**src/rtl/muldiv_unit.sv**
```systemverilog
// Iterative shift-add multiply / restoring divide unit owning HI/LO.
// Define MULDIV_SIGNED_EN to compile in signed mult/div selected by op[0].
module muldiv_unit #(
    parameter int WIDTH = 32
) (
    input  logic             clk,
    input  logic             reset,
    input  logic             start,
    input  logic [1:0]       op,
    input  logic [WIDTH-1:0] srca,
    input  logic [WIDTH-1:0] srcb,
    input  logic             kill,
    input  logic             wrhi,
    input  logic             wrlo,
    input  logic [WIDTH-1:0] wdata,
    output logic [WIDTH-1:0] hi,
    output logic [WIDTH-1:0] lo,
    output logic             busy,
    output logic             done,
    output logic             divzero
);

    localparam int CW = $clog2(WIDTH);

    typedef enum logic [1:0] {IDLE, PREP, RUN, FIX} state_t;

    state_t             state_q, state_d;
    logic               is_div_q, is_div_d;
    logic               dz_q, dz_d;
    logic               dz_prev_q, dz_prev_d;
    logic [WIDTH-1:0]   a_raw_q, a_raw_d;
    logic [WIDTH-1:0]   ma_q, ma_d;
    logic [WIDTH-1:0]   mb_q, mb_d;
    logic [WIDTH-1:0]   mq_q, mq_d;
    logic [2*WIDTH-1:0] acc_q, acc_d;
    logic [CW-1:0]      cnt_q, cnt_d;
    logic [WIDTH-1:0]   hi_q, hi_d;
    logic [WIDTH-1:0]   lo_q, lo_d;
    logic               busy_q, busy_d;
    logic               done_q, done_d;
    logic               divzero_q, divzero_d;

`ifdef MULDIV_SIGNED_EN
    logic neg_q, neg_d;
    logic rneg_q, rneg_d;
    logic sa, sb;
    assign sa = op[0] & srca[WIDTH-1];
    assign sb = op[0] & srcb[WIDTH-1];
`else
    logic unused_op;
    assign unused_op = op[0];
`endif

    logic [WIDTH:0]     sum;
    logic [WIDTH:0]     rem_sh;
    logic [WIDTH-1:0]   diff;
    logic               ge;
    logic [2*WIDTH-1:0] prod;
    logic [WIDTH-1:0]   quot, rem;
    logic [WIDTH-1:0]   res_hi, res_lo;

    // Datapath for one iteration and the final sign-corrected result
    always_comb begin
        sum    = {1'b0, acc_q[2*WIDTH-1:WIDTH]} + {1'b0, ma_q};
        rem_sh = {acc_q[2*WIDTH-1:WIDTH], mq_q[WIDTH-1]};
        ge     = rem_sh >= {1'b0, mb_q};
        diff   = rem_sh[WIDTH-1:0] - mb_q;
        prod   = acc_q;
        quot   = mq_q;
        rem    = acc_q[2*WIDTH-1:WIDTH];
`ifdef MULDIV_SIGNED_EN
        if (neg_q) begin
            prod = -acc_q;
            quot = -mq_q;
        end
        if (rneg_q) rem = -acc_q[2*WIDTH-1:WIDTH];
`endif
        res_hi = prod[2*WIDTH-1:WIDTH];
        res_lo = prod[WIDTH-1:0];
        if (is_div_q) begin
            if (dz_q) begin
                res_hi = a_raw_q;
                res_lo = '1;
            end else begin
                res_hi = rem;
                res_lo = quot;
            end
        end
    end

    always_comb begin
        state_d   = state_q;
        is_div_d  = is_div_q;
        dz_d      = dz_q;
        dz_prev_d = dz_prev_q;
        a_raw_d   = a_raw_q;
        ma_d      = ma_q;
        mb_d      = mb_q;
        mq_d      = mq_q;
        acc_d     = acc_q;
        cnt_d     = cnt_q;
        hi_d      = hi_q;
        lo_d      = lo_q;
        done_d    = 1'b0;
        divzero_d = divzero_q;
`ifdef MULDIV_SIGNED_EN
        neg_d     = neg_q;
        rneg_d    = rneg_q;
`endif
        if (wrhi) hi_d = wdata;
        if (wrlo) lo_d = wdata;

        if (kill && state_q != IDLE) begin
            state_d   = IDLE;
            divzero_d = dz_prev_q;
        end else begin
            unique case (state_q)
                IDLE: begin
                    if (start && !kill) begin
                        state_d   = PREP;
                        is_div_d  = op[1];
                        dz_d      = op[1] && srcb == '0;
                        dz_prev_d = divzero_q;
                        divzero_d = 1'b0;
                        a_raw_d   = srca;
`ifdef MULDIV_SIGNED_EN
                        ma_d   = sa ? -srca : srca;
                        mb_d   = sb ? -srcb : srcb;
                        neg_d  = sa ^ sb;
                        rneg_d = sa;
`else
                        ma_d   = srca;
                        mb_d   = srcb;
`endif
                    end
                end
                PREP: begin
                    state_d = RUN;
                    acc_d   = '0;
                    mq_d    = is_div_q ? ma_q : mb_q;
                    cnt_d   = CW'(WIDTH - 1);
                end
                RUN: begin
                    if (is_div_q) begin
                        acc_d = {ge ? diff : rem_sh[WIDTH-1:0], {WIDTH{1'b0}}};
                        mq_d  = {mq_q[WIDTH-2:0], ge};
                    end else begin
                        acc_d = {mq_q[0] ? sum : {1'b0, acc_q[2*WIDTH-1:WIDTH]},
                                 acc_q[WIDTH-1:1]};
                        mq_d  = mq_q >> 1;
                    end
                    if (cnt_q == '0) state_d = FIX;
                    else cnt_d = cnt_q - CW'(1);
                end
                FIX: begin
                    state_d   = IDLE;
                    hi_d      = res_hi;
                    lo_d      = res_lo;
                    done_d    = 1'b1;
                    divzero_d = dz_q;
                end
                default: state_d = IDLE;
            endcase
        end
        busy_d = state_d != IDLE;
    end

    always_ff @(posedge clk) begin
        if (reset) begin
            state_q   <= IDLE;
            is_div_q  <= 1'b0;
            dz_q      <= 1'b0;
            dz_prev_q <= 1'b0;
            a_raw_q   <= '0;
            ma_q      <= '0;
            mb_q      <= '0;
            mq_q      <= '0;
            acc_q     <= '0;
            cnt_q     <= '0;
            hi_q      <= '0;
            lo_q      <= '0;
            busy_q    <= 1'b0;
            done_q    <= 1'b0;
            divzero_q <= 1'b0;
`ifdef MULDIV_SIGNED_EN
            neg_q     <= 1'b0;
            rneg_q    <= 1'b0;
`endif
        end else begin
            state_q   <= state_d;
            is_div_q  <= is_div_d;
            dz_q      <= dz_d;
            dz_prev_q <= dz_prev_d;
            a_raw_q   <= a_raw_d;
            ma_q      <= ma_d;
            mb_q      <= mb_d;
            mq_q      <= mq_d;
            acc_q     <= acc_d;
            cnt_q     <= cnt_d;
            hi_q      <= hi_d;
            lo_q      <= lo_d;
            busy_q    <= busy_d;
            done_q    <= done_d;
            divzero_q <= divzero_d;
`ifdef MULDIV_SIGNED_EN
            neg_q     <= neg_d;
            rneg_q    <= rneg_d;
`endif
        end
    end

    assign hi      = hi_q;
    assign lo      = lo_q;
    assign busy    = busy_q;
    assign done    = done_q;
    assign divzero = divzero_q;

endmodule

```
**config.mk**
```make
export PLATFORM = sky130hd
export DESIGN_NAME = muldiv_unit
export DESIGN_NICKNAME = d
export VERILOG_FILES = /design/src/rtl/muldiv_unit.sv
export SDC_FILE = /design/constraint.sdc
export NUM_CORES = 1
export LEC_CHECK = 0
export ABC_AREA = 0
export CAP_MARGIN = 20
export CORE_UTILIZATION = 55
export CTS_BUF_LIST = sky130_fd_sc_hd__clkbuf_4 sky130_fd_sc_hd__clkbuf_8
export DETAILED_ROUTE_END_ITERATION = 10
export PLACE_DENSITY = 0.79
export SETUP_SLACK_MARGIN = 0.5
export SYNTH_ARGS = -nofsm -noshare
export SYNTH_HDL_FRONTEND = slang
export SYNTH_SLANG_ARGS = --single-unit
```
**constraint.sdc**
```tcl
create_clock -name clk -period 5.59 [get_ports clk]
set_input_delay 0.8385 -clock clk [delete_from_list [all_inputs] [get_ports clk]]
set_output_delay 0.8385 -clock clk [all_outputs]
set_load 0.05 [all_outputs]
```
# ---- Yosys cells after proc, flatten, opt, wreduce, memory -nomap -nowiden
# Cells that the tools add are included.
dict set report word_totals {
  regBits 237
  in_bits 104
  output_inout_bits 67
  word_cells 67
}
dict set report op_classes {
  add_sub_neg 3
  magnitude_cmp 1
  eq_ne 5
  mux 27
  n_bitwise 1
  reduce_logical 16
}
# op count
set op_table {}
lappend op_table {{32-bit 2-to-1 mux} 13}
lappend op_table {{64-bit case mux with 2 select lines} 1}
lappend op_table {{64-bit 2-to-1 mux} 1}
lappend op_table {{32-bit case mux with 2 select lines} 1}
lappend op_table {{32-bit by 32-bit adder with 33-bit output} 1}
lappend op_table {{33-bit by 32-bit >= comparator with 1-bit output} 1}
lappend op_table {{33-bit 2-to-1 mux} 1}
lappend op_table {{32-bit logical NOT} 1}
lappend op_table {{32-bit subtractor} 1}
lappend op_table {{5-bit case mux with 2 select lines} 1}
lappend op_table {{2-bit case mux with 4 select lines} 1}
lappend op_table {{2-bit 2-to-1 mux} 3}
lappend op_table {{3-bit AND reduction} 2}
lappend op_table {{2-bit nonzero test} 3}
lappend op_table {{5-bit logical NOT} 1}
lappend op_table {{5-bit 2-to-1 mux} 1}
lappend op_table {{5-bit by 1-bit subtractor with 5-bit output, second input constant} 1}
lappend op_table {{2-bit equality test, second input constant} 2}
lappend op_table {{2-bit AND reduction} 2}
lappend op_table {{1-bit logical AND} 3}
lappend op_table {{1-bit 2-to-1 mux} 3}
lappend op_table {{3-bit != test, second input constant} 1}
lappend op_table {{3-bit nonzero test} 1}
lappend op_table {{2-bit by 1-bit equality test with 1-bit output, second input constant} 1}
lappend op_table {{other kinds (6)} 6}

# ---- Longest topological paths before layout
# Gate-level depths: netlist (run 1).
dict set report logic_depth {
  word_depth 6
  depth_mapped 13
}

# ---- Worst setup path before layout (run 1)
# OpenSTA, ideal clock, no wires.
dict set report synth_path {
  kind {flip-flop to flip-flop}
  startpoint {register acc_q[32]}
  endpoint {register acc_q[61]}
  arrival_ns 2.947
  setup_slack_ns 2.525
  stages_incl_launch_ff 13
  path_buffers 0
  synth_period_minus_slack_ns 3.065
  path_cell_list {dfxtp_1 ha_1 inv_1 fa_1 nor2b_1 o311a_2 o211ai_4 o41ai_4 a32oi_1 a2111o_1 mux2i_1 o21ai_1 a32o_1}
}
dict set report synth_between {
  elab_chain_cells 4
  word_cells_on_any_way 7
}
# element line_no
set synth_lines {}
lappend synth_lines {{start: declaration} 35} ;# logic [2*WIDTH-1:0] acc_q, acc_d;
lappend synth_lines {{start signal: assignment} 178} ;# acc_q <= '0;
lappend synth_lines {{start signal: assignment} 198} ;# acc_q <= acc_d;
lappend synth_lines {{32-bit by 32-bit adder with 33-bit output (tied with other cells)} 64} ;# sum = {1'b0, acc_q[2*WIDTH-1:WIDTH]} + {1'b0, ma_q};
lappend synth_lines {{33-bit 2-to-1 mux or 32-bit 2-to-1 mux (tied branches)} {148, 145}}
lappend synth_lines {{64-bit 2-to-1 mux *} 144} ;# if (is_div_q) begin
lappend synth_lines {{64-bit case mux with 2 select lines *} 117} ;# unique case (state_q)
# Every way passes the cells marked *; elsewhere a longest branch is shown, timed or not.
# A chain may end at the register's enable or synchronous reset.

# ---- Worst setup path in the final report (run 1)
dict set report layout_path {
  startpoint {register mb_q[24]}
  endpoint {register acc_q[35]}
}
dict set report layout_between {
  elab_chain_cells 4
}
# element line_no
set layout_lines {}
lappend layout_lines {{start: declaration} 33} ;# logic [WIDTH-1:0] mb_q, mb_d;
lappend layout_lines {{start signal: assignment} 196} ;# mb_q <= mb_d;
lappend layout_lines {{33-bit by 32-bit >= comparator with 1-bit output} 66} ;# ge = rem_sh >= {1'b0, mb_q};
lappend layout_lines {{32-bit 2-to-1 mux} 145} ;# acc_d = {ge ? diff : rem_sh[WIDTH-1:0], {WIDTH{1'b0}}};
lappend layout_lines {{64-bit 2-to-1 mux} 144}
lappend layout_lines {{64-bit case mux with 2 select lines} 117}
# No other way between the ends.

==> impl_summary.md, run 1 <==
Logic synthesis
For this run, the register share of the synthesized area comes to 0.3251. The number of enable flip-flop cells after synthesis is 0. Synthesis handed over a netlist of 1766 instances.

After synthesis, the share of flip-flops with an asynchronous set or reset is 0. The yosys synthesis warning count is 0. In the synthesized netlist the dominant register cell turns out to be dfxtp_1. Summed over all instances, the cell type with the most area after synthesis is dfxtp_1.

The number of register bits inferred by synthesis is 237. The number of nets in the synthesized netlist is 1941. Averaged over all synthesized cells, the footprint is 8.265 sq um. Summing every instance area after synthesis gives 14600 sq um.

Yosys attributes the largest share of cell area to dfxtp_1 (33%), mux2i_1 (8.1%), nand2_1 (6.4%), ha_1 (5.9%), a21oi_1 (5.5%). The share of synthesized area in the top cell type comes to 0.3251. The post-synthesis cell type count is 69.

Die
The die outline width is 164.9 um. The number of ports placed on the die boundary is 171. The initial utilization of the core area, before any placement, comes to 0.5601. The overall die height is 164.9 um.

The row count is 59. The floorplan step defined a core boundary enclosing 26060 sq um. The die outline area is 27190 sq um.

Finish
The number of fill cells in the layout is 2171. Of the cells placed in the final design, the portion with a size suffix greater than 1 is 0.07419. The net count reported at finish is 2030. The area growth from synthesis to layout is 17.91%.

In the final layout, the multi-input gates occupy 9148 sq um. Across the whole layout, storage elements account for 4748 sq um.

Outcome
The flow ran to the end, and the final reports show no timing, DRC or antenna violations.

CTS
Post-CTS repair changed the size of 0 cells. The sink count of the clock tree is 237. The count of hold buffers inserted by post-cts repair is 0. The clock tree from TritonCTS is built.

The clock buffer count from CTS is 41. The number of setup buffers added after CTS is 0. The number of buffers on the longest clock path is 3. Clock-pin slew was measured on the worst setup and hold paths at 60 ps.

At the later pin of the worst-skew pair, clock insertion delay measures 570 ps. The root buffer cell chosen for the clock tree is clkbuf_8. The total number of H-tree levels is 2.

Critical path
STA classifies the critical path endpoint as a register. The end point of the critical path is acc_q[35]. The sort of element at the start of the critical path is a register. The launching point of the worst reg2reg path is mb_q[24]. The signal arrival time at the worst endpoint is 4240 ps.

The timing startpoint of the critical path is mb_q[24]. The worst reg2reg path depth is 11. In this run the register-to-register setup slack is 1790 ps. The required time reported for the critical path endpoint is 6030 ps.

Along the worst path, the maximum fanout reaches 49. The kind of critical path is register to register. The endpoint identified for the worst register-to-register timing path is acc_q[35].

Global routing
The global router's overall resource usage is 0.3339. The via count of the first global-routing pass is 13232. The number of antenna violations at the first check in global routing is 1. The maximum number of pins on one net before global-route repair is 176. The first global-routing pass estimated 70880 um of wire. The sum of overflow across all layers after global routing is 0.

STA
Across the routed clock network, the largest skew measured is 33.01 ps. Summed over all failing endpoints, the final setup total negative slack is 0 ps. The maximum clock frequency is 263.3 MHz.

The tightest hold path in the finished design has a slack of 459.4 ps. The headroom to the max-slew limit is 0.1490. The smallest clock period supported by the final layout is computed as 3797 ps. The count of endpoints failing hold in the final timing report is 0. For the pin with the worst max-slew slack, the measured transition is 1259 ps. The max-slew violation total from the final report is 0. The total setup violations reported at the end of the flow is 0. Setup repair after global routing left no endpoint under its margin. The final worst-path cycle share is 0.6793.

Pwr
For this design the ratio of total power to cell area is 371.4 nW/um^2. Summed over all cells, the static leakage comes to 6.800 nW. VDD sags by at most 0.0004044 V.

Drt
The routed length per instance is 20.65 um. The detailed router placed 14132 vias in this run. The routed design has 45890 um of wire. The number of optimization iterations in the first detailed-route pass is 6.

The post-detailed-route via-to-cell ratio is 6.357. The number of DRC violations after detailed routing is 0. The count of nets left with antenna violations once routing finished came out at 0. The DRC marker count from the first detailed-route iteration is 1230.

Place
Once detailed placement completed, the half-perimeter wirelength came to 32860 um. Buffers placed on the I/O ports in this run total 169. The routability congestion estimate from global placement is 0.9817.

Flow run
The tool flagged a number of max-cap violations equal to 0.

Min path
The path class of the tightest hold or removal check is register to register.
==> synthesized netlist by cell type (22+ instances only) <==
library cell  number
a211oi_1          76
a21o_1            24
a21oi_1          160
a221oi_1          37
a22oi_1           41
and3_1            38
clkbuf_1         123
dfxtp_1          237
ha_1              69
inv_1             57
mux2i_1          118
mux4_2            22
nand2_1          247
nor2_1           126
nor3_1            34
o211ai_1          28
o21ai_0           48
xnor2_1           27
xor2_1            24
==> per-stage QoR <==
| step | cell area (sq um) | setup slack (ps) | total power, W | instances | util |
|---|---|---|---|---|---|
| after floorplan | 14600 | 2525 | 0.003947 | 1766 | - |
| after global placement | 16330 | 1883 | 0.004654 | 2146 | 0.6266 |
| after detailed placement | 16330 | 1822 | 0.004702 | 2146 | 0.6266 |
| after CTS | 17200 | 1817 | 0.006373 | 2221 | 0.6601 |
| after global routing | 17210 | 1558 | 0.006717 | 2222 | 0.6603 |
| final | 17210 | 1793 | 0.006391 | 2223 | 0.6604 |
==> registers in the layout, summed over array words and instances, names as in the netlist <==
register and cells:
acc_q 64, hi 32, lo 32, ma_q 32
mb_q 32, mq_q 32, cnt_q 5, state_q 2
busy 1, divzero 1, done 1, dz_prev_q 1
dz_q 1, is_div_q 1
==> cells by family after synthesis <==
family / count (synthesis) / share of synthesized area
xor gates and xnor gates: 51 / 0.03060
adders and majority gates: 71 / 0.06189
DFF: 237 / 0.3251
and+or+nand+nor: 537 / 0.1642
AOI/OAI and AO/OA: 533 / 0.2512
buffers and inverters: 195 / 0.05066
muxes: 142 / 0.1164
==> layout make-up <==
cell class,instances,share of cell area
Multi-Input combinational cell,1334,0.5316
Sequential cell,237,0.2759
Timing Repair Buffer,184,0.1049
Clock buffer,67,0.04777
Tap cell,335,0.02436
Inverter,57,0.01243
Clock inverter,8,0.002908
Antenna cell,1,0.0001454
==> power breakdown <==
part	total [W]	internal (W)	switching (W)	leakage, nW
combinational	0.00263	0.000900	0.00173	4.40
sequential	0.00207	0.00189	0.000186	1.93
clock	0.00169	0.000935	0.000751	0.469
==> layout by cell type, fill, tap and decap left out, types with 12 or more instances in the layout <==
master           count
nand3_1             15
a22oi_1             41
buf_4               13
nor3_1              34
a31oi_1             15
nor2b_1             15
dfxtp_1            236
clkbuf_8            51
o21ai_0             48
a211oi_1            76
mux4_2              22
a32o_1              19
clkdlybuf4s50_1    166
a21o_1              24
xnor2_1             27
a221oi_1            37
xor2_1              24
mux2i_1            118
ha_1                69
nand2_1            245
and3_1              38
clkbuf_4            16
inv_1               57
a21oi_1            159
nor4_1              12
o211ai_1            28
nor2_1             123
==> how the worst min path moves through the flow <==
stage	start	to	slack (ps)	cells past startpoint
after global placement	dz_prev_q	dz_prev_q	450	2
after CTS	dz_prev_q	dz_prev_q	460	2
after detailed placement	dz_prev_q	dz_prev_q	450	2
after global routing	mb_q[31]	mb_q[31]	500	2
after floorplan	dz_prev_q	dz_prev_q	440	2
final	dz_prev_q	dz_prev_q	460	2
==> metal layers <==
| metal | track usage | vias up | part of all wire |
|---|---|---|---|
| met4 | 0.1585 | 0 | 0.045 |
| li1 | - | 6705 | - |
| met2 | 0.5724 | 623 | 0.48 |
| met3 | 0.06153 | 114 | 0.079 |
| met5 | 0 | - | 0 |
| met1 | 0.4019 | 6690 | 0.39 |
==> critical path, cell delays in order, from the launching register on <==
cell and delay, ps:
dfxtp_1 390, inv_1 70, ha_1 390, a21oi_1 300, o21ai_0 240, a31oi_1 220
o221ai_1 170, a221o_1 440, nor2_4 830, buf_4 280, o211ai_1 100, a22o_1 230
No activity file was read; power rests on OpenSTA's default activity.
==> run 2, diff against run 1 <==
Clock period 5.59 ns to 3.8 ns, I/O delays scaled along.
==> impl_summary.md, run 2 (synthesis gave the netlist of run 1 again) <==
Outcome
The flow ran to the end, and the final reports show no timing, DRC or antenna violations.

STA
The worst path needs 3204 ps of the cycle, external delays included. Static timing analysis puts the maximum clock frequency at 312.1 MHz. The transition time of the tightest slew-check pin is 1042 ps. The worst hold-check slack is 457.9 ps. Of the available clock period, the critical path in the final layout requires 0.8432. Setup violations remaining at the end of the flow were counted as 0.

Setup repair after global routing could not meet its margin everywhere. Summed over all failing endpoints, the final setup total negative slack is 0 ps. The clock skew after layout is 20.14 ps.

The max-slew violation total from the final report came to 0. The worst pin sits at a relative slew slack of 0.3056. The count of endpoints failing hold in the final timing report was 0.

Finish
The post-layout instance area is 17600 sq um. The fraction of final layout cells with drive strength greater than 1 is 0.09922. The number of flip-flops in the largest register is 64. The final cell count without fillers is 2250. The diode insertion count for antenna repair is 0. Leaving out fill and tap cells, the most frequent cells in the layout are nand2_1 (245), dfxtp_1 (232), clkdlybuf4s50_1 (166), a21oi_1 (156), nor2_1 (123). The number of fill cells in the layout is 2190. The net count reported at finish is 2057. The register bank with the most flops is acc_q. Compared with the post-synthesis result, the final layout area differs by 20.56%. The most frequent standard cell in the layout excluding fill and tap cells is nand2_1.

Critical path
Data arrives at the worst endpoint at 3630 ps. The type of destination of the critical path is a register. On the critical path, the stage with the largest delay is an instance of a211oi_1. The stage delay of the slowest cell on the critical path is 410 ps.

The required time reported for the critical path endpoint is 4230 ps. The kind of critical path is register to register. Traced cell by cell, the critical path runs through ha_2 -> inv_1 -> fa_2 -> nor2b_4 -> o311a_4 -> o211ai_4 -> o41ai_4 -> a32oi_2 -> a211oi_1 -> mux2i_1 -> o21bai_1 -> a32o_1. The worst-path maximum fanout is 4. The sort of element at the start of the critical path is a register. The worst reg2reg path depth is 12.

Global routing
The first global-routing pass estimated 72570 um of wire. The via count of the first global-routing pass is 13703. In the global route stage, overall resource usage came out at 0.3388. The maximum number of pins on one net before global-route repair is 75. The number of antenna violations at the first check in global routing is 1.

The sum of overflow across all layers after global routing is 0.

Drt
The post-detailed-route count of antenna-violating nets is 0. The number of optimization iterations in the first detailed-route pass is 6. Wires add up to 46440 um. The routed length on met1 is 18820 um. The total met2 wirelength after detailed routing is 22090 um. The post-detailed-route via-to-cell ratio is 6.376.

For this block, the initial DRC count from the detailed router was 1381. After detailed routing, the average wire length per cell comes to 20.64 um. The topmost layer with routed signal wires is met4. Wire segments on met3 add up to 3121 um in the final route. After detailed routing, the number of remaining DRC violations is 0. The total number of vias is 14345.

Die
The overall die height is 164.9 um. The die outline area is 27190 sq um. The area of the core is 26060 sq um. The die outline width is 164.9 um.

The row count is 59. For this configuration, the core starts out at a cell density of 0.5601. For this design the top-level I/O count stands at 171.

Place
In this run, placement finished with an instance count of 2170. After legalization and detailed placement, the total HPWL measured 33950 um. The area of placed instances is 16550 sq um. The number of port buffers is 169. At the end of routability-driven placement, the weighted congestion stood at 0.9592.

Flow run
The tool flagged a number of max-cap violations equal to 0.

Pwr
Summed over all cells, the static leakage comes to 7.002 nW. The maximum vdd drop is 0.0007718 V. The power density normalized to cell area is 549.1 nW/um^2. Summing internal, switching and leakage power gives 0.009662 W.

CTS
After clock tree synthesis, the flow added hold-fix buffers numbering 0. The clock slew seen by the registers of the worst setup and hold paths is 60 ps. The total number of H-tree levels is 2. The clock buffer count from CTS is 42. The buffer type at the clock tree root is clkbuf_8.

The number of buffers on the longest clock path is 3. Counting every sink on the clock net gives 237. TritonCTS built the clock tree. The source-to-sink clock delay at the later pin of the worst-skew pair is 550 ps.

Min path
The path class of the lowest-slack min-delay path is register to register. The hold-critical path depth is 2.
run 2: cell types whose count changed in the layout (fill, tap and decap cells not counted), moves of 3 or more:
cell / delta
ha_2: +3
buf_4: +22
clkinv_2: +8
dfxtp_1: -4
buf_12: +4
a21oi_1: -3
clkbuf_4: -5
dfxtp_2: +4
ha_1: -3
run 2: power by group:
group          internal (W)  switching, W  total [W]
logic               0.00145       0.00260    0.00405
registers           0.00278      0.000298    0.00307
clock network       0.00143       0.00110    0.00253
total               0.00566       0.00400    0.00966
run 2: what timing repair did:
action                     CTS  global route
pin swaps                    3             7
setup endpoints to repair   17            28
gates cloned                 0             0
setup buffers                0             3
gates resized for setup      3            28
run 2: cell type report:
cell class | count | area, sq um | share of cell area
multi-input cells | 1334 | 9249 | 0.5256
flip-flops and latches | 237 | 4753 | 0.2701
repair buffers | 210 | 2061 | 0.1171
clock buffers | 60 | 757.0 | 0.04302
well taps | 335 | 419.2 | 0.02382
inverters | 57 | 214.0 | 0.01216
clock inverters | 17 | 142.6 | 0.008106
run 2: stage by stage:
stage / util / worst slack [ps]
finish: 0.6752 / 595.8
global route: 0.6752 / 431.5
CTS: 0.6703 / 460.1
detailed placement: 0.6353 / 419.1
global placement: 0.6353 / 452.9
floorplan: - / 735.4
run 2: final timing paths:
kind / startpoint / to / slack, ps
worst max-delay path: acc_q[32] / acc_q[59] / 600
worst min-delay path: dz_prev_q / dz_prev_q / 460
worst max register to register: acc_q[32] / acc_q[59] / 600
worst min register to register: dz_prev_q / dz_prev_q / 460
run 2: routing by layer:
metal	track usage	vias to the layer above
met5	0	-
met4	0.1668	0
met3	0.03893	141
met2	0.5764	629
met1	0.4239	6824
li1	-	6751
run 2: worst max-delay path: cells and delay by family, from the launching register on:
kind / cells / cell delay [ps]
flip-flops: 1 / 360
buffers and inverters: 1 / 60
AND/OR/NAND/NOR: 1 / 140
AO/OA/AOI/OAI: 7 / 1700
adder cells (fa/ha/maj): 2 / 570
multiplexers: 1 / 240
